**src/rtl/jsi_alu_pkg.sv**
```systemverilog
// Shared types and constants for the JSilicon sequential ALU front-end.
// MUL support is selected at build time with the JSI_ALU_MUL_EN macro.
package jsi_alu_pkg;

    typedef enum logic [1:0] {
        OP_ADD = 2'b00,
        OP_SUB = 2'b01,
        OP_MUL = 2'b10,
        OP_CMP = 2'b11
    } op_e;

    typedef enum logic [1:0] {
        ST_IDLE = 2'b00,
        ST_MUL  = 2'b01,
        ST_DONE = 2'b10
    } state_e;

    localparam int FLAG_Z    = 32'd0;
    localparam int FLAG_C    = 32'd1;
    localparam int FLAG_N    = 32'd2;
    localparam int MUL_ITERS = 32'd8;
    localparam int CNT_W     = 32'd3;

    function automatic logic [2:0] pack_flags(input logic n, input logic c, input logic z);
        logic [2:0] f;
        f         = 3'b000;
        f[FLAG_N] = n;
        f[FLAG_C] = c;
        f[FLAG_Z] = z;
        return f;
    endfunction

endpackage

```
**src/rtl/jsi_mul_shift.sv**
```systemverilog
// 8-cycle shift-add multiplier engine, only compiled when JSI_ALU_MUL_EN is defined.
// The multiplier rides in the low half of the accumulator and is consumed LSB first.
`ifdef JSI_ALU_MUL_EN
module jsi_mul_shift
    import jsi_alu_pkg::*;
(
    input  logic        clk,
    input  logic        rst_n,
    input  logic        start,
    input  logic [7:0]  mcand,
    input  logic [7:0]  mplier,
    output logic [15:0] product,
    output logic        done
);
    logic [15:0]      acc_r;
    logic [7:0]       mcand_r;
    logic [CNT_W-1:0] cnt_r;
    logic             busy_r;
    logic [7:0]       addend_s;
    logic [7:0]       sum_s;
    logic             carry_s;
    logic [15:0]      acc_nxt_s;

    sum_cell u_sum (
        .a (acc_r[15:8]),
        .b (addend_s),
        .s (sum_s)
    );

    // One iteration: conditional add into the upper half, keep the carry, shift right.
    always_comb begin
        addend_s  = 8'h00;
        if (acc_r[0]) begin
            addend_s = mcand_r;
        end else begin
            addend_s = 8'h00;
        end
        carry_s   = (({1'b0, acc_r[15:8]} + {1'b0, addend_s}) > 9'h0FF);
        acc_nxt_s = {carry_s, sum_s, acc_r[7:1]};
    end

    // The done pulse marks the cycle of the final iteration, so product is its result.
    assign done    = busy_r && (cnt_r == CNT_W'(MUL_ITERS - 1));
    assign product = acc_nxt_s;

    // Accumulator, multiplicand and iteration counter.
    always_ff @(posedge clk or negedge rst_n) begin
        if (!rst_n) begin
            acc_r   <= 16'h0000;
            mcand_r <= 8'h00;
            cnt_r   <= '0;
            busy_r  <= 1'b0;
        end else if (start) begin
            acc_r   <= {8'h00, mplier};
            mcand_r <= mcand;
            cnt_r   <= '0;
            busy_r  <= 1'b1;
        end else if (busy_r) begin
            acc_r <= acc_nxt_s;
            cnt_r <= cnt_r + CNT_W'(1);
            if (done) begin
                busy_r <= 1'b0;
            end
        end
    end

endmodule
`endif

```
**src/rtl/minus_cell.sv**
```systemverilog
// Existing 8-bit subtractor cell; the borrow is recovered separately by its users.
module minus_cell (
    input  logic [7:0] a,
    input  logic [7:0] b,
    output logic [7:0] d
);
    assign d = a - b;
endmodule

```
**src/rtl/sum_cell.sv**
```systemverilog
// Existing 8-bit adder cell; the carry is recovered separately by its users.
module sum_cell (
    input  logic [7:0] a,
    input  logic [7:0] b,
    output logic [7:0] s
);
    assign s = a + b;
endmodule

```
**src/rtl/jsi_alu_seq.sv**
```systemverilog
// Sequential ALU front-end: ADD/SUB/CMP in one cycle, optional shift-add MUL
// (build macro JSI_ALU_MUL_EN), result held over a valid/ready handshake.
module jsi_alu_seq
    import jsi_alu_pkg::*;
(
    input  logic       clk,
    input  logic       rst_n,
    input  logic       in_valid,
    output logic       in_ready,
    input  logic [1:0] in_op,
    input  logic [7:0] in_a,
    input  logic [7:0] in_b,
    output logic       out_valid,
    input  logic       out_ready,
    output logic [7:0] out_res,
    output logic [7:0] out_hi,
    output logic [2:0] out_flags
);
    state_e     state_r;
    state_e     state_nxt_s;
    op_e        op_s;
    logic       accept_s;
    logic [7:0] sum_s;
    logic [7:0] diff_s;
    logic       carry_s;
    logic       borrow_s;
    logic       load_s;
    logic       valid_nxt_s;
    logic [7:0] res_nxt_s;
    logic [7:0] hi_nxt_s;
    logic [2:0] flags_nxt_s;
    logic       out_valid_r;
    logic [7:0] out_res_r;
    logic [7:0] out_hi_r;
    logic [2:0] out_flags_r;

    assign op_s     = op_e'(in_op);
    assign in_ready = (state_r == ST_IDLE);
    assign accept_s = in_valid && in_ready;

    sum_cell u_add (
        .a (in_a),
        .b (in_b),
        .s (sum_s)
    );

    minus_cell u_sub (
        .a (in_a),
        .b (in_b),
        .d (diff_s)
    );

    // Carry and borrow come from a parallel 9-bit view since the cells only give 8 bits.
    assign carry_s  = (({1'b0, in_a} + {1'b0, in_b}) > 9'h0FF);
    assign borrow_s = ({1'b0, in_a} < {1'b0, in_b});

`ifdef JSI_ALU_MUL_EN
    logic        mul_start_s;
    logic        mul_done_s;
    logic [15:0] mul_prod_s;

    assign mul_start_s = accept_s && (op_s == OP_MUL);

    jsi_mul_shift u_mul (
        .clk     (clk),
        .rst_n   (rst_n),
        .start   (mul_start_s),
        .mcand   (in_a),
        .mplier  (in_b),
        .product (mul_prod_s),
        .done    (mul_done_s)
    );
`endif

    // State register.
    always_ff @(posedge clk or negedge rst_n) begin
        if (!rst_n) begin
            state_r <= ST_IDLE;
        end else begin
            state_r <= state_nxt_s;
        end
    end

    // Next-state logic.
    always_comb begin
        state_nxt_s = state_r;
        case (state_r)
            ST_IDLE: begin
                if (accept_s) begin
`ifdef JSI_ALU_MUL_EN
                    if (op_s == OP_MUL) begin
                        state_nxt_s = ST_MUL;
                    end else begin
                        state_nxt_s = ST_DONE;
                    end
`else
                    state_nxt_s = ST_DONE;
`endif
                end else begin
                    state_nxt_s = ST_IDLE;
                end
            end
`ifdef JSI_ALU_MUL_EN
            ST_MUL: begin
                if (mul_done_s) begin
                    state_nxt_s = ST_DONE;
                end else begin
                    state_nxt_s = ST_MUL;
                end
            end
`endif
            ST_DONE: begin
                if (out_ready) begin
                    state_nxt_s = ST_IDLE;
                end else begin
                    state_nxt_s = ST_DONE;
                end
            end
            default: begin
                state_nxt_s = ST_IDLE;
            end
        endcase
    end

    // Output next values; result registers load only when a result is produced.
    always_comb begin
        load_s      = 1'b0;
        valid_nxt_s = out_valid_r;
        res_nxt_s   = out_res_r;
        hi_nxt_s    = out_hi_r;
        flags_nxt_s = out_flags_r;
        case (state_r)
            ST_IDLE: begin
                if (accept_s) begin
                    load_s      = 1'b1;
                    valid_nxt_s = 1'b1;
                    hi_nxt_s    = 8'h00;
                    case (op_s)
                        OP_ADD: begin
                            res_nxt_s   = sum_s;
                            flags_nxt_s = pack_flags(sum_s[7], carry_s, (sum_s == 8'h00));
                        end
                        OP_SUB: begin
                            res_nxt_s   = diff_s;
                            flags_nxt_s = pack_flags(diff_s[7], borrow_s, (diff_s == 8'h00));
                        end
                        OP_CMP: begin
                            res_nxt_s   = in_a;
                            flags_nxt_s = pack_flags(diff_s[7], borrow_s, (diff_s == 8'h00));
                        end
                        OP_MUL: begin
`ifdef JSI_ALU_MUL_EN
                            load_s      = 1'b0;
                            valid_nxt_s = 1'b0;
`else
                            res_nxt_s   = 8'h00;
                            flags_nxt_s = pack_flags(1'b0, 1'b0, 1'b1);
`endif
                        end
                        default: begin
                            load_s      = 1'b0;
                            valid_nxt_s = 1'b0;
                        end
                    endcase
                end else begin
                    valid_nxt_s = 1'b0;
                end
            end
`ifdef JSI_ALU_MUL_EN
            ST_MUL: begin
                if (mul_done_s) begin
                    load_s      = 1'b1;
                    valid_nxt_s = 1'b1;
                    res_nxt_s   = mul_prod_s[7:0];
                    hi_nxt_s    = mul_prod_s[15:8];
                    flags_nxt_s = pack_flags(mul_prod_s[15], (mul_prod_s[15:8] != 8'h00),
                                             (mul_prod_s == 16'h0000));
                end else begin
                    valid_nxt_s = 1'b0;
                end
            end
`endif
            ST_DONE: begin
                if (out_ready) begin
                    valid_nxt_s = 1'b0;
                end else begin
                    valid_nxt_s = 1'b1;
                end
            end
            default: begin
                valid_nxt_s = 1'b0;
            end
        endcase
    end

    // Registered result and flags, held stable while the consumer stalls.
    always_ff @(posedge clk or negedge rst_n) begin
        if (!rst_n) begin
            out_valid_r <= 1'b0;
            out_res_r   <= 8'h00;
            out_hi_r    <= 8'h00;
            out_flags_r <= 3'b000;
        end else begin
            out_valid_r <= valid_nxt_s;
            if (load_s) begin
                out_res_r   <= res_nxt_s;
                out_hi_r    <= hi_nxt_s;
                out_flags_r <= flags_nxt_s;
            end
        end
    end

    assign out_valid = out_valid_r;
    assign out_res   = out_res_r;
    assign out_hi    = out_hi_r;
    assign out_flags = out_flags_r;

endmodule

```
**config.mk**
```make
export PLATFORM = sky130hd
export DESIGN_NAME = jsi_alu_seq
export DESIGN_NICKNAME = d
export VERILOG_FILES = /design/src/rtl/jsi_alu_pkg.sv /design/src/rtl/jsi_mul_shift.sv /design/src/rtl/minus_cell.sv /design/src/rtl/sum_cell.sv /design/src/rtl/jsi_alu_seq.sv
export SDC_FILE = /design/constraint.sdc
export NUM_CORES = 1
export LEC_CHECK = 0
export ABC_CLOCK_PERIOD_IN_PS = 1170
export BUFFER_PORTS_ARGS = -buffer_cell sky130_fd_sc_hd__buf_2
export CORE_MARGIN = 2
export CORE_UTILIZATION = 52
export DETAILED_ROUTE_END_ITERATION = 10
export GPL_TIMING_DRIVEN = 0
export PLACE_DENSITY = 0.92
export RECOVER_POWER = 50
export SLEW_MARGIN = 0
export SYNTH_ARGS = -nofsm -noshare
export SYNTH_HDL_FRONTEND = slang
export SYNTH_SLANG_ARGS = --single-unit
```
**constraint.sdc**
```tcl
create_clock -name clk -period 1.17 [get_ports clk]
set_input_delay 0.0585 -clock clk [delete_from_list [all_inputs] [get_ports clk]]
set_output_delay 0.0585 -clock clk [all_outputs]
set_load 0.02 [all_outputs]
```
======== Word level (Yosys, flattened, before mapping) ========
Cells that the tools add are included.
operators by class
  add/subtract/negate cells ............... 3
  $lt $le $gt $ge ......................... 2
  equality and inequality tests ........... 4
  mux-type cells .......................... 9
  reductions and logical operators ........ 7
operators with widths
  operator                                                       number
  case mux 8 bit (4 select lines)                                1
  logical NOT 8 bit                                              2
  adder 8 x 8 -> 9 bit                                           1
  greater-than comparator 9 x 8 -> 1 bit, second input constant  1
  case mux 3 bit (3 select lines)                                1
  adder 8 bit                                                    1
  less-than comparator 8 bit                                     1
  subtractor 8 bit                                               1
  == test 2 bit, second input constant                           3
  logical NOT 2 bit                                              2
  2-to-1 mux 2 bit                                               2
  case mux 2 bit (2 select lines)                                1
  2-to-1 mux 1 bit                                               3
  AND reduction 3 bit                                            1
  == test 2 x 1 -> 1 bit, second input constant                  1
  case mux 1 bit (2 select lines)                                1
  OR reduction 2 bit                                             1
  logical AND 1 bit                                              1
storage, ports and cells
  flip-flop bits (word level) ............. 14
  input port bits ......................... 22
  output and inout port bits .............. 21
  word-level logic and storage cells ...... 29

======== Depth between registers and ports, before layout ========
  depth in word-level cells ............... 5
  mapped depth ............................ 11
  mapped depth without buffers ............ 11

======== Cells and area by module ========
Synthesis repeated with hierarchy kept, for this count alone.
second synthesis, totals
  cells, all modules ...................... 206
  area, all modules ....................... 1,773.0 um^2
modules (own cells, without submodules)
  module       instances  cells each  area each (um^2)  sequential area each (um^2)
  jsi_alu_seq  1          121         1,109.8           300.3
  minus_cell   1          43          331.6             0.0
  sum_cell     1          42          331.6             0.0

======== Worst setup path after synthesis ========
Ideal clock, no wire load.
  path type ............................... input to register
  from .................................... in in_a[0]
  to ...................................... reg out_res_r[6], in the netlist out_res[6]
  arrival ................................. 1,791 ps
  slack ................................... -747 ps
  stages on the path ...................... 11
  cells stage by stage .................... inv_1 > ha_1 > inv_1 > fa_1 > a211oi_2 > o21bai_1 > a21oi_1 > xor2_1 > o21ai_0 > a221oi_1 > nor2_1
on the way
  cells in the longest elaborated chain, start to end .. 2
  elaborated cells on any way between the ends .. 3
  those cells by class .................... 2 x add/sub; 1 x mux
RTL lines
  element                                          RTL line                        text
  start, declared                                  jsi_alu_seq.sv:11               input logic [7:0] in_a,
  subtractor 8 bit or adder 8 bit (tied branches)  minus_cell.sv:7, sum_cell.sv:7
  case mux 8 bit (4 select lines) (*)              jsi_alu_seq.sv:138              case (op_s)
  end signal, assigned                             jsi_alu_seq.sv:206              out_res_r <= res_nxt_s;
  end, declared                                    jsi_alu_seq.sv:33               logic [7:0] out_res_r;
Every way passes the cells marked *; elsewhere a longest branch is shown, timed or not.
A chain may end at the register's enable or synchronous reset.

======== Final worst setup path ========
  from .................................... in in_a[0]
  to ...................................... reg out_flags_r[0], in the netlist out_flags[0]
on the way
  cells in the longest elaborated chain, start to end .. 3
  elaborated cells on any way between the ends .. 5
  those cells by class .................... 2 x add/sub; 1 x mux; 2 x reduce/logical
RTL lines
  element                                          RTL line                                                    text
  subtractor 8 bit or adder 8 bit (tied branches)  minus_cell.sv:7, sum_cell.sv:7
  logical NOT 8 bit (on tied branches)             jsi_alu_seq.sv:145, jsi_alu_seq.sv:149, jsi_alu_seq.sv:141
  case mux 3 bit (3 select lines) (*)              jsi_alu_seq.sv:138
  end signal, assigned                             jsi_alu_seq.sv:208                                          out_flags_r <= flags_nxt_s;
  end, declared                                    jsi_alu_seq.sv:35                                           logic [2:0] out_flags_r;
Marked as above.

==> qor.yml <==
crit_type: "input port to flip-flop"
synth_area_um2: 1420
vias: 1485
diodes: 0
path_clk_slew_ps: 60
final_nets: 275
root_buffer: "clkbuf_4"
skew_ps: 1.35
grt_max_degree: 13
viasPerCell: 5.65
fillers: 153
grtUsageTotal: 0.237
min_period_ps: 1830
routabilityCongestion: 0.877
synth_top_area_share: 0.211
cts_tree: "built"
wl_per_cell_um: 15.8
grt_pass1_wl_um: 5940
htree_levels: 1
drt-total-wl_um: 4150
setup_violations: 10
netlist_top_cells_area: "dfrtp_1 21%, ha_1 14%, nor2_1 6.1%"
syn_inst: 175
cp_max_fo: 3
portBuffers: 32
area_growth_pct: 45.2
cts.sinks: 12
vdd_ir_drop_max_uv: 1080
async_reset_ff_frac: 1.00
drv_slew: 0
min_from: "in_a[2]"
drive_gt1_frac: 0.468
clk_path_buf_depth: 2
ys_seq_area_frac: 0.211
critPathCaptureType: "flip-flop"
cap_violations: 0
fin_ws_ps: -656
clk_latency_ps: 280
io_pins: 43
die_w_um: 56.3
startpoint_type: "input port"
tns_ps: -3800
core.rowCount: 18
netlist-cell-type-count: 42
numCtsBuffers: 3
drtIter0Drc: 64
yosysMostFrequentCell: "nor2_1"
synth-seq-cells: 12
r2r_start: "out_valid"
initial_core_util: 0.559
reg2reg_slack_ps: -10
ant_nets: 0
max_slew_margin: 0.592
fmax_mhz: 548
avgSynthCellArea_um2: 8.14
fin_total_pwr_mw: 2.06
final_cells: 263
synthFlopType: "dfrtp_1"
r2r_end: "out_flags[0]"
grt_pass1_vias: 1362
reg2reg_depth: 4
fin_crit_sh: 1.56
dr.pass1.iters: 4
dieArea_um2: 3170
yosysWarnings: 0
outcome: "complete, but fails checks"
crit_required_ps: 1380
violations: "negative setup slack"
hold_class: "input port to flip-flop"
leakagePower_nw: 0.968
whs_endpoint: "out_res[2]"
synth_edf_count: 0
antenna_found_initial: 0
min_path_cells: 3
hold_viol: 0
synth.top_cells.by_count: "23 x nor2_1, 17 x inv_1, 16 x ha_1"
worst_slew_pin_slew_ps: 612
rsz0062_at_grt: "true"
drc: 0
die_y_um: 56.3
arrival_ps: 2040
fin_util: 0.812
power_density_nw_per_um2: 997
dp.cells: 244
place_hpwl_um: 2390
yosys.area.top_type: "dfrtp_1"
overflow: 0
core_area_um2: 2540
-- worst max-delay path, stage by stage --
cell and delay (ps):
buf_12 110, inv_12 40, ha_4 130, inv_4 40, fa_2 350, a211oi_2 220, o21bai_1 130, a21oi_2 170
xor2_1 260, buf_4 160, nand4_1 80, nand2_1 120, a32o_1 180
-- layout make-up --
class | instances | area [um2] | share of cell area
multi-input combinational | 135 | 1150 | 0.556
timing repair buffer | 48 | 328 | 0.159
sequential | 12 | 300 | 0.145
buffer | 18 | 148 | 0.0714
inverter | 17 | 82.6 | 0.0400
tap | 30 | 37.5 | 0.0182
clock buffer | 3 | 22.5 | 0.0109
-- state kept, by name, summed over array words and instances (netlist names) --
register and cells:
out_flags 3, out_valid 1, out_res 8
-- worst max path at each step --
stage	to	slack, ps	cells after the start	from
2_1_floorplan	out_res[6]	-570	11	in_a[0]
3_3_place_gp	out_res[6]	-970	12	in_a[0]
3_5_place_dp	out_res[6]	-1010	12	in_a[0]
4_1_cts	out_res[6]	-630	12	in_a[0]
5_1_grt	out_flags[0]	-760	13	in_a[0]
6_report	out_flags[0]	-660	13	in_a[0]
-- kinds of logic (layout without fill, tap and decap cells) --
kind of cell               count (synthesis)  in the layout  synth area share
other                                      1              8           0.00263
muxes                                      2              2            0.0149
and+or+nand+nor                           48             48             0.156
buffers and inverters                     35             86             0.141
adders and majority gates                 18             18             0.169
DFF                                       12             12             0.211
AOI/OAI and AO/OA                         45             45             0.219
xor gates and xnor gates                  14             14            0.0861
-- timing repair --
| item | in CTS | in global routing |
|---|---|---|
| pin swaps | 29 | 20 |
| gates cloned | 0 | 0 |
| setup buffers | 14 | 3 |
| setup endpoints to repair | 11 | 11 |
| endpoints found under the hold margin | 13 | 0 |
| resized for setup | 28 | 18 |
| hold buffers | 2 | 0 |
-- metrics by stage --
step	area (um2)	hold slack, ps	setup slack, ps
finish	2070	104	-656
detailed placement	1740	-59.8	-1010
global placement	1740	-61.7	-970
CTS	1970	94.2	-635
floorplan	1540	-237	-572
global route	2070	134	-757
-- cells in the final DEF (no fill, tap or decap), types with 3 or more instances in the layout --
master / Yosys / layout
a21oi_1: 13 / 5
a21oi_2: 2 / 10
a221oi_2: 0 / 3
a31oi_1: 4 / 4
buf_2: 2 / 27
buf_4: 9 / 20
buf_6: 4 / 9
clkbuf_1: 2 / 3
clkbuf_4: 1 / 6
conb_1: 1 / 8
dfrtp_1: 12 / 12
ha_1: 16 / 12
ha_4: 0 / 4
inv_1: 17 / 12
nand2_1: 7 / 6
nand3_1: 3 / 3
nor2_1: 23 / 20
o21ai_0: 7 / 3
o21ai_1: 0 / 3
xnor2_1: 8 / 6
xor2_1: 6 / 4
-- power breakdown --
part / switching [mW] / leakage [nW] / total [mW] / internal (mW)
Combinational: 0.709 / 0.813 / 1.24 / 0.532
Clock: 0.130 / 0.0138 / 0.249 / 0.120
Sequential: 0.0565 / 0.142 / 0.571 / 0.515
-- metal layers --
| layer | share of wire | wire, um | vias to the layer above | GRT usage |
|---|---|---|---|---|
| met2 | 0.51 | 2110 | 91 | 0.410 |
| met4 | 0.031 | 130 | 0 | 0.136 |
| met5 | 0 | 0 | - | 0 |
| met3 | 0.075 | 313 | 14 | 0.0276 |
| met1 | 0.38 | 1590 | 682 | 0.281 |
| li1 | - | - | 698 | - |
Note: power is estimated with default switching activity, not from simulation.
